--- src/rtl/apb_cmd_arbiter.sv ---
// Round-robin arbiter that turns per-channel read/write requests into single-cycle FIFO commands.
// Optional macro ARB_WRITE_PRIORITY_EN: eligible writes are served ahead of eligible reads.
module apb_cmd_arbiter #(
    parameter int NUM_CH = 4,
    parameter int ADDR_W = 8,
    parameter int DATA_W = 32
) (
    input  logic                      clk,
    input  logic                      reset,
    input  logic [NUM_CH-1:0]         req_valid,
    input  logic [NUM_CH-1:0]         req_write,
    input  logic [NUM_CH*ADDR_W-1:0]  req_addr,
    input  logic [NUM_CH*DATA_W-1:0]  req_wdata,
    input  logic                      fifo_full,
    output logic [NUM_CH-1:0]         grant,
    output logic                      cmd_push,
    output logic [1:0]                cmd_op,
    output logic [$clog2(NUM_CH)-1:0] cmd_ch,
    output logic [ADDR_W-1:0]         cmd_addr,
    output logic [DATA_W-1:0]         cmd_wdata,
    output logic [15:0]               stall_cnt
);

    localparam int CH_W = $clog2(NUM_CH);

    typedef enum logic [1:0] {
        OP_NOP   = 2'b00,
        OP_READ  = 2'b01,
        OP_WRITE = 2'b10
    } cmd_op_e;

    logic [NUM_CH-1:0] r_grant;
    logic              r_cmdPush;
    cmd_op_e           r_cmdOp;
    logic [CH_W-1:0]   r_cmdCh;
    logic [ADDR_W-1:0] r_cmdAddr;
    logic [DATA_W-1:0] r_cmdWdata;
    logic [15:0]       r_stallCnt;
    logic [CH_W-1:0]   r_lastGrant;

    logic [ADDR_W-1:0] w_addrArr [NUM_CH];
    logic [DATA_W-1:0] w_dataArr [NUM_CH];
    logic [NUM_CH-1:0] w_elig;
    logic [NUM_CH-1:0] w_cand;
    logic              w_issue;
    logic              w_stall;
    logic              w_found;
    logic [CH_W-1:0]   w_scanIdx;
    logic [CH_W-1:0]   w_selIdx;

    logic [NUM_CH-1:0] w_grantNext;
    logic              w_pushNext;
    cmd_op_e           w_opNext;
    logic [CH_W-1:0]   w_chNext;
    logic [ADDR_W-1:0] w_addrNext;
    logic [DATA_W-1:0] w_dataNext;

    genvar g;
    for (g = 0; g < NUM_CH; g++) begin : g_unpack
        assign w_addrArr[g] = req_addr[g*ADDR_W +: ADDR_W];
        assign w_dataArr[g] = req_wdata[g*DATA_W +: DATA_W];
    end

    // A channel shown its grant this cycle is masked so a held request is not served twice.
    assign w_elig = req_valid & ~r_grant;

`ifdef ARB_WRITE_PRIORITY_EN
    assign w_cand = (|(w_elig & req_write)) ? (w_elig & req_write) : w_elig;
`else
    assign w_cand = w_elig;
`endif

    assign w_issue = !fifo_full && (|w_cand);
    assign w_stall = fifo_full && (|w_elig);

    // Scan upward from the channel after the last winner, wrapping at NUM_CH-1.
    always_comb begin
        w_found   = 1'b0;
        w_scanIdx = '0;
        w_selIdx  = '0;
        for (int off = 1; off <= NUM_CH; off++) begin
            w_scanIdx = CH_W'((int'(r_lastGrant) + off) % NUM_CH);
            if (!w_found && w_cand[w_scanIdx]) begin
                w_found  = 1'b1;
                w_selIdx = w_scanIdx;
            end
        end
    end

    always_comb begin
        w_grantNext = '0;
        w_pushNext  = 1'b0;
        w_opNext    = OP_NOP;
        w_chNext    = '0;
        w_addrNext  = '0;
        w_dataNext  = '0;
        if (w_issue) begin
            w_grantNext[w_selIdx] = 1'b1;
            w_pushNext            = 1'b1;
            w_chNext              = w_selIdx;
            w_addrNext            = w_addrArr[w_selIdx];
            if (req_write[w_selIdx]) begin
                w_opNext   = OP_WRITE;
                w_dataNext = w_dataArr[w_selIdx];
            end else begin
                w_opNext   = OP_READ;
            end
        end
    end

    // Pointer resets to the top channel so channel 0 is first in line.
    always_ff @(posedge clk or negedge reset) begin
        if (!reset) begin
            r_grant     <= '0;
            r_cmdPush   <= 1'b0;
            r_cmdOp     <= OP_NOP;
            r_cmdCh     <= '0;
            r_cmdAddr   <= '0;
            r_cmdWdata  <= '0;
            r_stallCnt  <= '0;
            r_lastGrant <= CH_W'(NUM_CH - 1);
        end else begin
            r_grant    <= w_grantNext;
            r_cmdPush  <= w_pushNext;
            r_cmdOp    <= w_opNext;
            r_cmdCh    <= w_chNext;
            r_cmdAddr  <= w_addrNext;
            r_cmdWdata <= w_dataNext;
            if (w_issue) begin
                r_lastGrant <= w_selIdx;
            end
            if (w_stall && (r_stallCnt != 16'hFFFF)) begin
                r_stallCnt <= r_stallCnt + 16'd1;
            end
        end
    end

    assign grant     = r_grant;
    assign cmd_push  = r_cmdPush;
    assign cmd_op    = r_cmdOp;
    assign cmd_ch    = r_cmdCh;
    assign cmd_addr  = r_cmdAddr;
    assign cmd_wdata = r_cmdWdata;
    assign stall_cnt = r_stallCnt;

endmodule

--- config.mk ---
export PLATFORM = sky130hd
export DESIGN_NAME = apb_cmd_arbiter
export DESIGN_NICKNAME = d
export VERILOG_FILES = /design/src/rtl/apb_cmd_arbiter.sv
export SDC_FILE = /design/constraint.sdc
export NUM_CORES = 1
export LEC_CHECK = 0
export ABC_AREA = 0
export CAP_MARGIN = 0
export CORE_MARGIN = 8
export CORE_UTILIZATION = 28
export DETAILED_ROUTE_END_ITERATION = 8
export PLACE_DENSITY = 0.72
export SLEW_MARGIN = 5
export SYNTH_ARGS = -nofsm -noshare
export SYNTH_HDL_FRONTEND = slang
export SYNTH_SLANG_ARGS = --single-unit
--- constraint.sdc ---
create_clock -name clk -period 3.27 [get_ports clk]
set_input_delay 0.4905 -clock clk [delete_from_list [all_inputs] [get_ports clk]]
set_output_delay 0.4905 -clock clk [all_outputs]
set_load 0.02 [all_outputs]
======== After elaboration in Yosys (flattened, before gate mapping) ========
Cells that the tools add are included.
operators by class
  $add $sub $neg .......................... 5
  $lt $le $gt $ge ......................... 7
  eq/ne operators ......................... 1
  muxes and demuxes ....................... 33
  bitwise gates (word level) .............. 3
  reductions and logical operators ........ 12
operator list
  operator                                              number
  2-to-1 mux 32 bit                                     4
  binary-select mux 32 bit (select 2 bit)               1
  2-to-1 mux 8 bit                                      3
  adder 16 x 1 -> 16 bit (second input constant)        1
  binary-select mux 8 bit (select 2 bit)                1
  inequality test 16 bit (second input constant)        1
  < comparator 2 x 3 -> 1 bit (second input constant)   5
  2-to-1 mux 2 bit                                      7
  binary-select mux 1 bit (select 2 bit)                5
  2-to-1 mux 1 bit                                      10
  logical AND 1 bit                                     7
  adder 2 x 1 -> 2 bit (second input constant)          2
  adder 2 bit (second input constant)                   2
  bitwise AND 4 bit                                     1
  zero test 1 bit                                       4
  2-to-1 mux 4 bit                                      1
  NOT 4 bit                                             1
  OR reduction 4 bit                                    1
  >= comparator 3 bit (second input constant)           1
  NOT 2 -> 3 bit                                        1
  demux 1 bit (select 2 bit)                            1
  >= comparator 2 x 1 -> 1 bit (second input constant)  1
word-level totals
  register bits ........................... 67
  input port bits ......................... 171
  logic and storage cells ................. 69

======== Longest topological paths before layout ========
Gate-level depths: netlist of the first run.
  depth in word-level cells ............... 20
  depth in mapped cells ................... 8
  gate-level depth less buffers ........... 6

======== Worst setup path after synthesis of the first run ========
No wires, ideal clock.
  path type ............................... input-to-reg
  start point ............................. input req_valid[1]
  end point ............................... register r_cmdAddr[1] (netlist: cmd_addr[1])
  library setup time ...................... 0.135 ns
  arrival time ............................ 1.858 ns
  required time ........................... 3.135 ns
  path slack .............................. 1.277 ns
  stages on the path ...................... 8
  path buffers ............................ 3
  cells stage by stage .................... nor2b_1 -> a21o_1 -> a221o_1 -> buf_6 -> buf_6 -> buf_2 -> mux2i_1 -> o22ai_1
on the way
  cells in the longest elaborated chain, start to end .. 18
  elaborated cells between the ends (all ways) .. 29
  those cells by class .................... mux: 19; bitwise: 2; reduce/logical: 8
ends and longest elaborated chain
  item                                                  RTL line  source
  start, declared                                       10        input logic [NUM_CH-1:0] req_valid,
  bitwise AND 4 bit *                                   65        assign w_elig = req_valid & ~r_grant;
  binary-select mux 1 bit (select 2 bit)                83        if (!w_found && w_cand[w_scanIdx]) begin
  2-to-1 mux 1 bit (not written as such)                83
  2-to-1 mux 1 bit                                      83
  zero test 1 bit                                       83
  logical AND 1 bit                                     83
  2-to-1 mux 1 bit                                      83
  zero test 1 bit                                       83
  [2 not listed]                                        --
  zero test 1 bit                                       83
  logical AND 1 bit                                     83
  2-to-1 mux 2 bit                                      83
  NOT 2 -> 3 bit (not written as such)                  101       w_addrNext = w_addrArr[w_selIdx];
  binary-select mux 8 bit (select 2 bit)                101
  2-to-1 mux 8 bit (not written as such) (2 in series)  101
  2-to-1 mux 8 bit *                                    97        if (w_issue) begin
  net w_addrNext[1]                                     55        logic [ADDR_W-1:0] w_addrNext;
  end signal, assigned                                  127       r_cmdAddr <= w_addrNext;
  end, declared                                         36        logic [ADDR_W-1:0] r_cmdAddr;
The timed path passes the listed nets; every way through them passes the cells marked *. The select of a mux whose other input is x is not followed.
A chain may end at the register's enable or synchronous reset.

======== Worst setup path in the final report of the first run ========
  start point ............................. input req_valid[1]
  end point ............................... register r_cmdWdata[2] (netlist: cmd_wdata[2])
on the way
  cells in the longest elaborated chain, start to end .. 19
  elaborated cells between the ends (all ways) .. 32
  those cells by class .................... mux: 22; bitwise: 2; reduce/logical: 8
ends and longest elaborated chain
  item                                                   RTL line  source
  bitwise AND 4 bit *                                    65
  binary-select mux 1 bit (select 2 bit)                 83
  2-to-1 mux 1 bit (not written as such)                 83
  2-to-1 mux 1 bit                                       83
  zero test 1 bit                                        83
  logical AND 1 bit                                      83
  2-to-1 mux 1 bit                                       83
  zero test 1 bit                                        83
  [3 not listed]                                         --
  logical AND 1 bit                                      83
  2-to-1 mux 2 bit                                       83
  NOT 2 -> 3 bit (not written as such)                   104       w_dataNext = w_dataArr[w_selIdx];
  binary-select mux 32 bit (select 2 bit)                104
  2-to-1 mux 32 bit (not written as such) (2 in series)  104
  2-to-1 mux 32 bit                                      102       if (req_write[w_selIdx]) begin
  2-to-1 mux 32 bit *                                    97
  net w_dataNext[2]                                      56        logic [DATA_W-1:0] w_dataNext;
  end signal, assigned                                   128       r_cmdWdata <= w_dataNext;
  end, declared                                          37        logic [DATA_W-1:0] r_cmdWdata;
Marks and branches as above.

==> flow_metrics.tcl, run 1 <==
set metrics [dict create \
    status "finished clean" \
    place_congestion 0.852 \
    cp_slowest_stage_delay_ps 840 \
    syn_nets 575 \
    num_antenna_cells 0 \
    fillers 1248 \
    startpoint "req_valid[1]" \
    path_buf_inv 1 \
    cellLeakagePower_nw 2.80 \
    ys_ff_latch 67 \
    hp-class "primary input to asynchronous set/reset pin" \
    gr-total-overflow 0 \
    cp.arrival_ps 2910 \
    slew_violations 0 \
    synth_cell_types 38 \
    grt_max_degree 68 \
    cts_tree "done" \
    drt_iter0_drc 145 \
    initial_utilization 0.286 \
    grt_pass1_wl_um 22900 \
    switching_share 0.349 \
    critical_path.cell_chain "clkdlybuf4s50_1 > nor2b_1 > a21o_1 > a221o_4 > mux4_2 > nor2_1" \
    ir_drop_v 0.000289 \
    pwr-share-comb 0.486 \
    layout_commonest_cell "clkdlybuf4s50_1" \
    path_delay_family "compound AO/OA/AOI/OAI gates" \
    final_cell_mix "234 x clkdlybuf4s50_1, 134 x nand2_1, 65 x dfrtp_1" \
    insertion_delay_ps 320 \
    io_pins 236 \
    cpMaxStageDelayCell "a221o_4" \
    first_global_vias 4423 \
    finalHoldViolCount 0 \
    power.total_mw 4.13 \
    rsz0062_at_grt "false" \
    pwr-share-clk 0.230 \
    cp-end-kind "flop" \
    setup_violations 0 \
    worstPathRequired_ps 3510 \
    reg2reg_slack_ps 810 \
    antenna_found_initial 0 \
    finalCritPeriodShare 0.815 \
    power_density_mw_per_mm2 613 \
    yosys_warnings 0 \
    fin_crit_ps 2670 \
    cts_buffers 9 \
    seq_area_frac_synth 0.425 \
    p_switching_mw 1.44 \
    firstDrtPassIters 4 \
    drt-wirelength-per-cell_um 18.1 \
    grt_use_total 0.159 \
    dp_hpwl_um 11500 \
    cts_setup_buffers 0 \
    cts_hold_buf 0 \
    fp.dieW_um 135 \
    p_seq_frac 0.284 \
    syn2layout_area_growth_pct 70.3 \
    avgSynthCellArea_sq_um 9.80 \
    netlist_area_sq_mm 0.00395 \
    drive_above_1_share 0.0970 \
    vias 3923 \
    r2r_start "grant[1]" \
    clk_pin_slew_ps 60 \
    die_height_um 135 \
    cts_resized 0 \
    via_per_inst 4.85 \
    syn_inst 403 \
    fin_nets 796 \
    worstMarginPinSlew_ps 1010 \
    intPower_mw 2.69 \
    io_buffers 235 \
    core_sq_mm 0.0138 \
    htreeDepth 3 \
    clock_path_buffers 2 \
    root_buffer "clkbuf_16" \
    multi_input_area_sq_mm 0.00212 \
    maxCapViolations 0 \
    fin_skew_ps 6.12 \
    cts_sinks 67 \
    path_max_fanout 56 \
    dieArea_sq_mm 0.0182 \
    crit_path_start_kind "primary input" \
    wl_um 14600 \
    finalSetupTns_ps 0 \
    criticalPathCategory "primary input to flop" \
    fmax_ghz 0.375 \
    drcViolationCount 0 \
    max-slew-margin-rel 0.325 \
    register_area_sq_mm 0.00168 \
    drtAntennaViolNets 0 \
    rows 43 \
]
[routing by layer]
metal | up-vias | wire length, um | track usage
li1 | 1820 | - | -
met1 | 1926 | 5340 | 0.163
met2 | 163 | 7720 | 0.289
met3 | 14 | 1360 | 0.0684
met4 | 0 | 206 | 0.0437
met5 | - | 0 | 0
[registers in the layout, summed over array words and instances (netlist names)]
name         flops
cmd_addr         8
cmd_wdata       32
r_lastGrant      2
grant            4
cmd_op           2
cmd_ch           2
stall_cnt       16
cmd_push         1
[per-stage QoR]
stage	setup WS (ps)	instances	hold slack [ps]	area, sq um	util
final	603	809	297	6730	0.486
after global routing	429	809	357	6730	0.486
after CTS	609	809	319	6730	0.486
after detailed placement	272	793	496	6440	0.466
after global placement	347	793	482	6440	0.466
after floorplan	1280	403	195	3950	-
[synth_stat cells]
cell | instances | area [sq um]
a211o_1 | 1 | 8.76
a211oi_1 | 1 | 7.51
a21o_1 | 2 | 15.0
a21oi_1 | 1 | 5.00
a221o_1 | 1 | 10.0
a31o_2 | 1 | 8.76
a41oi_1 | 1 | 8.76
and2_1 | 1 | 6.26
and3_1 | 4 | 25.0
and4_1 | 1 | 8.76
and4b_1 | 1 | 10.0
buf_1 | 1 | 3.75
buf_2 | 7 | 35.0
buf_6 | 3 | 33.8
clkbuf_1 | 21 | 78.8
dfrtp_1 | 65 | 1630
dfstp_2 | 2 | 52.6
ha_1 | 1 | 12.5
inv_1 | 3 | 11.3
mux2_2 | 4 | 45.0
mux2i_1 | 17 | 170
mux4_2 | 32 | 721
nand2_1 | 134 | 503
nand2b_1 | 4 | 25.0
nand3_1 | 11 | 55.1
nand3b_1 | 2 | 15.0
nand4_1 | 5 | 31.3
nor2_1 | 39 | 146
nor2b_1 | 4 | 25.0
nor3_1 | 4 | 20.0
nor3b_1 | 1 | 7.51
o21a_1 | 2 | 15.0
o22ai_1 | 10 | 62.6
o2bb2ai_1 | 1 | 8.76
o41ai_1 | 1 | 8.76
or3b_1 | 1 | 8.76
xnor2_1 | 12 | 105
xor2_1 | 1 | 8.76
[cells by family after synthesis]
group | synth area share
AOI/OAI and AO/OA | 0.0402
xor gates and xnor gates | 0.0288
adders and majority gates | 0.00317
buffers and inverters | 0.0412
DFF | 0.425
muxes | 0.237
and+or+nand+nor | 0.225
[area by class of cell]
class	count	share of cell area
inverter	3	0.00167
tap	180	0.0335
clock buffer	12	0.0352
sequential	67	0.250
clock inverter	4	0.00763
multi-input combinational	301	0.315
timing repair buffer	242	0.357
[power groups by stage]
stage | Sequential (mW) | Combinational, mW | Clock (mW)
after floorplan | 1.41 | 0.974 | 0
after global placement | 1.18 | 1.99 | 0
after detailed placement | 1.19 | 2.03 | 0
after CTS | 1.18 | 2.03 | 0.973
after global routing | 1.20 | 2.14 | 1.00
final | 1.17 | 2.00 | 0.949
[final timing paths]
check                                end  cells after the start
min in group clk            stall_cnt[6]                      1
max reg2reg                 cmd_wdata[2]                      5
min reg2reg                 stall_cnt[6]                      1
min                         cmd_wdata[4]                      1
max in group asynchronous  cmd_wdata[30]                      1
max                         cmd_wdata[2]                      6
No activity file was read; power rests on OpenSTA's default activity.
==> run 2: changes to the inputs <==
PLACE_DENSITY = 0.74   (was 0.72)
clock period = 2.3 ns   (was 3.27 ns; I/O delays follow)
==> run 2 against run 1 <==
Compared with the run above:
- sequential power up 43%
- die area stayed put
- register-to-register slack got worse by 590 ps
- final cell count grew 1.7%
- hold slack worse by 160 ps
- combinational power increased by 53%
- via count increased by 2.3%
- clock skew rose by 3.3 ps
- clock power increased by 32%
- wire length down 0.19%
- first-iteration DRC count is 7.6% higher
- critical path type unchanged
- critical endpoint is now cmd_addr[3]
- largest cell class unchanged
==> flow_metrics.tcl, run 2 (same netlist as run 1, synthesis figures left out) <==
set metrics [dict create \
    clk_pin_slew_ps 50 \
    pwr-share-clk 0.209 \
    hp-class "primary input to asynchronous set/reset pin" \
    cp_slowest_stage_delay_ps 450 \
    r2r_start "grant[3]" \
    p_switching_mw 2.08 \
    reg2reg_depth 7 \
    path_buf_inv 3 \
    largest_reg_flops 32 \
    cts_resized 0 \
    cts_hold_buf 0 \
    intPower_mw 3.91 \
    final_cell_mix "234 x clkdlybuf4s50_1, 134 x nand2_1, 65 x dfrtp_1" \
    drive_above_1_share 0.120 \
    antenna_found_initial 0 \
    cts_tree "done" \
    cts_buffers 9 \
    power.total_mw 5.99 \
    dp_hpwl_um 11900 \
    finalSetupTns_ps 0 \
    grt_max_degree 68 \
    worstMarginPinSlew_ps 847 \
    clock_path_buffers 2 \
    rsz0062_at_grt "false" \
    cts_sinks 67 \
    max-slew-margin-rel 0.435 \
    gr-total-overflow 0 \
    num_antenna_cells 0 \
    drcViolationCount 0 \
    io_pins 236 \
    fmax_ghz 0.469 \
    grt_use_total 0.160 \
    cpMaxStageDelayCell "clkdlybuf4s50_1" \
    dieArea_sq_mm 0.0182 \
    die_height_um 135 \
    grt_pass1_wl_um 22800 \
    path_max_fanout 24 \
    p_seq_frac 0.278 \
    fp.dieW_um 135 \
    via_per_inst 4.88 \
    syn2layout_area_growth_pct 75.1 \
    wl_um 14600 \
    fin_crit_ps 2130 \
    place_congestion 0.813 \
    vias 4014 \
    status "finished clean" \
    power_density_mw_per_mm2 866 \
    firstDrtPassIters 4 \
    root_buffer "clkbuf_16" \
    finalCritPeriodShare 0.928 \
    maxCapViolations 0 \
    r2r_end "cmd_addr[3]" \
    fin_skew_ps 9.41 \
    finalHoldViolCount 0 \
    cp-end-kind "flop" \
    worstPathRequired_ps 2480 \
    drtAntennaViolNets 0 \
    path_delay_family "buffers and inverters" \
    ir_drop_v 0.000423 \
    pre_cts_ws_ps -149 \
    drt_iter0_drc 156 \
    critical_path.cell_chain "clkdlybuf4s50_1 > nor2b_1 > a21o_1 > a221o_4 > buf_12 > buf_4 > mux2i_1 > o22ai_1" \
    initial_utilization 0.286 \
    io_buffers 235 \
    pwr-share-comb 0.513 \
    cts_setup_buffers 0 \
    rows 43 \
    cellLeakagePower_nw 2.90 \
    setup_violations 0 \
    core_sq_mm 0.0138 \
    dp_cells 807 \
    insertion_delay_ps 330 \
    cp.arrival_ps 2320 \
    htreeDepth 3 \
    first_global_vias 4538 \
    drt-wirelength-per-cell_um 17.7 \
    criticalPathCategory "primary input to flop" \
    slew_violations 0 \
    reg2reg_slack_ps 220 \
    fin_ws_ps 166 \
    fin_cells 823 \
    hold-worst-slack_ps 139 \
    switching_share 0.347 \
    fin_nets 810 \
    crit_path_start_kind "primary input" \
    layout_commonest_cell "clkdlybuf4s50_1" \
]
==> run 2: cell count changes in the layout (fill, tap and decap cells not counted) <==
| cell | before | now |
|---|---|---|
| buf_12 | 0 | 8 |
| buf_4 | 8 | 14 |
| clkbuf_1 | 3 | 1 |
| clkinv_2 | 1 | 3 |
| bufinv_16 | 1 | 0 |
| clkbuf_8 | 0 | 1 |
| clkinv_4 | 1 | 0 |
| clkinvlp_4 | 1 | 2 |
==> run 2: worst max path at each step <==
stage                       startpoint     endpoint  slack [ps]  depth (start not counted)
final                     req_valid[1]  cmd_addr[3]         170                          8
after global routing      req_valid[1]  cmd_addr[4]          40                          6
after CTS                 req_valid[1]  cmd_addr[3]         180                          6
after detailed placement  req_valid[1]  cmd_addr[1]        -150                          8
after global placement    req_valid[1]  cmd_addr[0]         -70                          8
after floorplan               grant[3]  cmd_addr[1]         310                          8
==> run 2: power by group through the flow <==
stage	clock network, mW	logic, mW	registers (mW)
5_1_grt	1.35	3.29	1.70
3_3_place_gp	0	3.04	1.67
3_5_place_dp	0	3.11	1.69
4_1_cts	1.29	3.11	1.67
6_report	1.25	3.07	1.67
2_1_floorplan	0	1.38	2.01
==> run 2: stage by stage <==
| step | area (sq um) | util |
|---|---|---|
| 6_report | 6920 | 0.500 |
| 5_1_grt | 6920 | 0.500 |
| 4_1_cts | 6920 | 0.500 |
| 3_5_place_dp | 6640 | 0.480 |
| 3_3_place_gp | 6640 | 0.480 |
| 2_1_floorplan | 3950 | - |
==> run 2: area by class of cell <==
class / count / area (sq um)
Clock buffer: 11 / 243
Fill cell: 1265 / 6910
Multi-Input combinational cell: 301 / 2120
Timing Repair Buffer: 256 / 2610
Clock inverter: 5 / 30.0
Inverter: 3 / 11.3
Sequential cell: 67 / 1680
Tap cell: 180 / 225
==> run 2: worst register-to-register path: cells and delay by family (launching register included) <==
family                 cells  cell delay [ps]
flip-flops                 1              420
AND/OR/NAND/NOR            1              200
AO/OA/AOI/OAI              3              690
buffers and inverters      2              440
multiplexers               1              190
==> run 2: metal layers <==
metal	share of wire	global-route usage
met3	0.084	0.0531
met4	0.032	0.0786
met2	0.53	0.291
met1	0.36	0.161
met5	0	0
==> run 3: changes to the inputs <==
CTS_CLUSTER_DIAMETER = 50   (was not set)
==> results of run 3 <==
The final DEF is identical to that of run 2; final timing and power are the same.
